`src/rtl/fetch_pkg.sv`:
```
// fetch_pkg: shared fetch-stage constants and the queued entry type
package fetch_pkg;
  localparam int ADDR_W = 32;
  localparam int DATA_W = 32;
  localparam logic [ADDR_W-1:0] RESET_PC = '0;
  localparam logic [ADDR_W-1:0] PC_STEP = 32'd4;
  typedef struct packed {
    logic [ADDR_W-1:0] pc;
    logic [DATA_W-1:0] instr;
  } fetch_entry_t;
endpackage

```
`src/rtl/fetch_fifo.sv`:
```
// fetch_fifo: circular queue (push/pop/flush, full/empty, zeroed head when empty)
module fetch_fifo #(
  parameter int DEPTH = 2,
  parameter int W = 64
) (
  input  logic         clk,
  input  logic         rst_n,
  input  logic         push,
  input  logic         pop,
  input  logic         flush,
  input  logic [W-1:0] din,
  output logic         full,
  output logic         empty,
  output logic [W-1:0] head
);
  localparam int AW = $clog2(DEPTH);
  logic [AW-1:0] rd, wr;
  logic [AW:0] count;
  logic [W-1:0] mem [DEPTH];
  logic do_push, do_pop;
  assign full = count == (AW+1)'(DEPTH);
  assign empty = count == '0;
  assign do_pop = pop & ~empty;
  assign do_push = push & (~full | do_pop);
  assign head = empty ? '0 : mem[rd];
  always_ff @(posedge clk or negedge rst_n)
    if (!rst_n) begin
      rd <= '0;
      wr <= '0;
      count <= '0;
    end else if (flush) begin
      rd <= '0;
      wr <= '0;
      count <= '0;
    end else begin
      rd <= rd + AW'(do_pop);
      wr <= wr + AW'(do_push);
      count <= count + (AW+1)'(do_push) - (AW+1)'(do_pop);
    end
  always_ff @(posedge clk)
    if (do_push & ~flush) mem[wr] <= din;
endmodule

```
`src/rtl/instr_fetch_unit.sv`:
```
// instr_fetch_unit: PC owner, imem driver and buffered valid/ready fetch queue with redirect flush
module instr_fetch_unit
  import fetch_pkg::*;
#(
  parameter int ADDR_W = fetch_pkg::ADDR_W,
  parameter int DATA_W = fetch_pkg::DATA_W,
  parameter logic [ADDR_W-1:0] PC_STEP = fetch_pkg::PC_STEP,
  parameter logic [ADDR_W-1:0] RESET_PC = fetch_pkg::RESET_PC,
  parameter int DEPTH = 2
) (
  input  logic              clk,
  input  logic              rst_n,
  input  logic              fetchEn,
  output logic [ADDR_W-1:0] imemAddr,
  output logic              imemReq,
  input  logic [DATA_W-1:0] imemData,
  output logic              instrValid,
  input  logic              instrReady,
  output logic [DATA_W-1:0] instrOut,
  output logic [ADDR_W-1:0] instrPc,
  output logic [ADDR_W-1:0] instrPcNext,
  input  logic              redirectValid,
  input  logic [ADDR_W-1:0] redirectPc,
  output logic              misalignErr
);
  logic [ADDR_W-1:0] pc;
  fetch_entry_t head, din;
  logic full, empty, deq, push;
  assign instrValid = ~empty;
  assign deq = instrValid & instrReady;
  // rst_n gate keeps imemReq low while reset is held
  assign push = rst_n & fetchEn & ~redirectValid & (~full | deq);
  assign imemReq = push;
  assign imemAddr = pc;
  assign din = '{pc: pc, instr: imemData};
  assign instrOut = head.instr;
  assign instrPc = head.pc;
  assign instrPcNext = empty ? '0 : head.pc + PC_STEP;
  fetch_fifo #(.DEPTH(DEPTH), .W($bits(fetch_entry_t))) u_fifo (
    .clk(clk),
    .rst_n(rst_n),
    .push(push),
    .pop(deq),
    .flush(redirectValid),
    .din(din),
    .full(full),
    .empty(empty),
    .head(head)
  );
  always_ff @(posedge clk or negedge rst_n)
    if (!rst_n) begin
      pc <= RESET_PC;
      misalignErr <= 1'b0;
    end else if (redirectValid) begin
      pc <= {redirectPc[ADDR_W-1:2], 2'b00};
      misalignErr <= misalignErr | (redirectPc[1:0] != 2'b00);
    end else if (push) begin
      pc <= pc + PC_STEP;
    end
endmodule

```
`config.mk`:
```
export PLATFORM = sky130hd
export DESIGN_NAME = instr_fetch_unit
export DESIGN_NICKNAME = d
export VERILOG_FILES = /design/src/rtl/fetch_pkg.sv /design/src/rtl/fetch_fifo.sv /design/src/rtl/instr_fetch_unit.sv
export SDC_FILE = /design/constraint.sdc
export NUM_CORES = 1
export LEC_CHECK = 0
export ABC_AREA = 1
export CAP_MARGIN = 40
export CORE_UTILIZATION = 40
export CTS_BUF_LIST = sky130_fd_sc_hd__clkbuf_4
export CTS_CLUSTER_DIAMETER = 40
export CTS_CLUSTER_SIZE = 40
export DETAILED_ROUTE_END_ITERATION = 7
export GPL_TIMING_DRIVEN = 0
export PLACE_DENSITY = 0.67
export SLEW_MARGIN = 15
export SYNTH_ARGS = -nofsm -noshare
export SYNTH_HDL_FRONTEND = slang
export SYNTH_SLANG_ARGS = --single-unit
```
`constraint.sdc`:
```
create_clock -name clk -period 7.27 [get_ports clk]
set_clock_uncertainty 0.2 [all_clocks]
set_input_delay 1.454 -clock clk [delete_from_list [all_inputs] [get_ports clk]]
set_output_delay 1.454 -clock clk [all_outputs]
set_load 0.01 [all_outputs]
```
==> insert_results.sql <==
INSERT INTO impl_metrics (metric_group, metric, value, unit) VALUES
('clock_network', 'clock_tree.root_cell', 'sky130_fd_sc_hd__clkbuf_4', ''),
('detailed_routing', 'post_route_wl', '21420', 'um'),
('clock_network', 'clock_latency', '0.53', 'ns'),
('critical_path', 'timing.critical_path.to_type', 'output port', ''),
('power', 'power.clock.fraction', '0.199', ''),
('floorplan', 'io_pins', '200', ''),
('cells_and_area', 'most-common-layout-cells', '315 x sky130_fd_sc_hd__nand2_1, 191 x sky130_fd_sc_hd__clkdlybuf4s50_1, 124 x sky130_fd_sc_hd__edfxtp_1, 102 x sky130_fd_sc_hd__inv_1, 62 x sky130_fd_sc_hd__nand3_1', ''),
('worst_hold_path', 'hold_path_class', 'reg2reg', ''),
('synthesis', 'leading_post_synthesis_cells_by_cell_area', 'sky130_fd_sc_hd__edfxtp_1 45%, sky130_fd_sc_hd__nand2_1 14%, sky130_fd_sc_hd__dfrtp_1 11%', ''),
('critical_path', 'crit_path_start_kind', 'flip-flop', ''),
('floorplan', 'design.die.area', '21300', 'um2'),
('floorplan', 'standard_cell_row_count', '52', ''),
('cells_and_area', 'layoutNonFillerInstCount', '1427', ''),
('clock_network', 'cts_buffers', '17', ''),
('clock_network', 'post_cts_hold_buffer_count', '0', ''),
('synthesis', 'yosys_register_bits', '159', ''),
('global_route', 'vias_in_the_first_global_route', '6313', ''),
('timing', 'setup_viol_count_final', '0', ''),
('timing', 'period_minus_slack', '5.485', 'ns'),
('floorplan', 'die_y', '146.0', 'um'),
('floorplan', 'die_width', '146.0', 'um'),
('timing', 'final_max_slew_viol_count', '0', ''),
('synthesis', 'post_synth_inst_count', '921', ''),
('place', 'placedInstanceArea', '10700', 'um2'),
('critical_path', 'slowest_stage_delay_on_critical_path', '0.55', 'ns'),
('power', 'switchingPower', '948.2', 'uW'),
('timing', 'finalCritPeriodShare', '0.7545', ''),
('power', 'pwr_density_cell', '243.2', 'nW/um2'),
('power', 'power.share.sequential', '0.409', ''),
('global_route', 'grt_start_max_net_pins', '29', ''),
('critical_path', 'crit_path_top_delay_cell', 'sky130_fd_sc_hd__clkbuf_1', ''),
('detailed_routing', 'vias_per_cell', '4.720', ''),
('cells_and_area', 'post-route-cell-area', '11000', 'um2'),
('timing', 'rsz_0062_raised_after_global_routing', 'false', ''),
('critical_path', 'worst-endpoint-arrival', '3.83', 'ns'),
('clock_network', 'clock_tree_from_tritoncts', 'yes', ''),
('power', 'standby_leakage_power', '4.557', 'nW'),
('place', 'routabilityCongestion', '0.9245', ''),
('clock_network', 'clkTransAtPathRegs', '0.13', 'ns'),
('detailed_routing', 'vias', '6735', ''),
('power', 'vdd_drop_max', '0.1266', 'mV'),
('floorplan', 'core_area', '20300', 'um2'),
('global_route', 'global_route.usage.met2', '0.3433', ''),
('clock_network', 'cts-htree-levels', '4', ''),
('power', 'pwr-share-comb', '0.392', ''),
('clock_network', 'clkSinkCount', '159', ''),
('clock_network', 'post-cts-setup-buffers', '0', ''),
('synthesis', 'synth_top_area_share', '0.4492', ''),
('place', 'dp_hpwl', '16260', 'um'),
('synthesis', 'synth.distinct_cells', '35', ''),
('global_route', 'grt_pass1_wl', '34000', 'um'),
('timing', 'finalHoldViolCount', '0', ''),
('synthesis', 'post_synthesis_cell_type_with_the_largest_combined_area', 'sky130_fd_sc_hd__edfxtp_1', ''),
('global_route', 'grt_most_used_layer', 'met2', ''),
('detailed_routing', 'first_iter_violations', '430', ''),
('power', 'p_int', '1.727', 'mW'),
('flow_run', 'maxCapViolations', '0', ''),
('critical_path', 'critical-path-top-delay-family', 'buffers and inverters', ''),
('outcome', 'status', 'complete, no violations', ''),
('detailed_routing', 'firstDrtPassIters', '5', ''),
('detailed_routing', 'route.detailed.drc', '0', ''),
('critical_path', 'critPathMaxFanout', '10', ''),
('place', 'dp_cells', '1393', ''),
('critical_path', 'timing.critical_path.buf_inv', '5', ''),
('global_route', 'grt_util_met3', '0.02759', ''),
('cells_and_area', 'design.final.nets', '1215', ''),
('clock_network', 'cts.repair.resized', '0', ''),
('critical_path', 'critical_path.most_common_cell', 'sky130_fd_sc_hd__nand3_1', ''),
('detailed_routing', 'final_antenna_net_count', '0', ''),
('global_route', 'global_route.usage.total', '0.2064', ''),
('place', 'buffer_ports.inserted', '192', '');
## cell type report
class                      count  area (um2)  area share
multi-input combinational    624        3077      0.2798
clock inverter                14       156.4     0.01422
sequential                   159        4599      0.4182
clock buffer                  18       135.1     0.01229
inverter                     106       402.9     0.03664
antenna                        2       5.005   0.0004551
buffer                        37       244.0     0.02219
tap                          270       337.8     0.03072
timing repair buffer         197        2039      0.1855
## per-stage QoR
stage                     total power, mW  setup TNS, ns  worst slack, ns  hold WS [ns]    util
after floorplan                     1.645              0            1.889        0.3134       -
after global placement              2.157        -180.03           -1.615        0.2681  0.5206
after detailed placement            2.172              0            2.176        0.2654  0.5271
after CTS                           2.700              0            1.711        0.3073  0.5415
after global routing                2.832              0            1.534        0.3450  0.5417
final                               2.675              0            1.785        0.3046  0.5417
## sequential cells by signal (all words and copies together), names as in the netlist
register      cells
imemAddr         30
misalignErr       1
u_fifo.count      2
u_fifo.mem      124
u_fifo.rd         1
u_fifo.wr         1
## synthesized netlist by cell type (all sizes together)
cell / instances
nand2: 336
a21oi: 38
o211ai: 8
nand3b: 1
o22ai: 1
nand3: 73
ha: 4
xor2: 33
xnor2: 2
dfrtp: 35
o21ai: 13
or2: 2
nor2: 82
nand4: 5
buf: 27
nor3: 9
clkbuf: 10
conb: 1
edfxtp: 124
o21bai: 10
a211oi: 1
inv: 106
## metal layers
| layer | wire (um) | vias to the layer above | part of all wire |
|---|---|---|---|
| met5 | 0 | - | 0 |
| met4 | 268 | 0 | 0.013 |
| met3 | 1053 | 20 | 0.049 |
| met2 | 10550 | 210 | 0.49 |
| met1 | 9539 | 3101 | 0.45 |
| li1 | - | 3404 | - |
## final timing paths
path,cells past startpoint,from,to,slack [ns]
max reg2reg,7,u_fifo.count[0],u_fifo.mem[0][48],4.55
min reg2reg,1,misalignErr,misalignErr,0.30
max,13,u_fifo.count[1],instrPcNext[28],1.78
min,1,misalignErr,misalignErr,0.30
max in group asynchronous,2,rst_n,imemAddr[3],5.84
min in group asynchronous,1,rst_n,imemAddr[20],0.57
## logic make-up (layout without fill, tap and decap cells)
family | Yosys count | in the layout | synth area share
buffers and inverters | 143 | 372 | 0.07804
adders and majority gates | 4 | 4 | 0.006038
AOI/OAI and AO/OA | 71 | 71 | 0.04876
and+or+nand+nor | 508 | 508 | 0.2749
DFF | 159 | 159 | 0.5549
other | 1 | 8 | 0.0004524
xor gates and xnor gates | 35 | 35 | 0.03698
## power groups by stage
stage	Clock, mW	Combinational [mW]	Sequential [mW]
2_1_floorplan	0	0.544	1.10
3_3_place_gp	0	1.04	1.11
3_5_place_dp	0	1.06	1.11
4_1_cts	0.545	1.06	1.09
5_1_grt	0.581	1.15	1.10
6_report	0.532	1.05	1.09
## worst reg2reg max path: stages (launching register included)
cell and delay (ns):
sky130_fd_sc_hd__dfrtp_1 0.41, sky130_fd_sc_hd__inv_1 0.07, sky130_fd_sc_hd__nand3_1 0.11, sky130_fd_sc_hd__nand4_1 0.24
sky130_fd_sc_hd__clkbuf_1 0.39, sky130_fd_sc_hd__nor2_4 0.56, sky130_fd_sc_hd__buf_16 0.24, sky130_fd_sc_hd__buf_12 0.22
(Power assumes the default switching activity.)
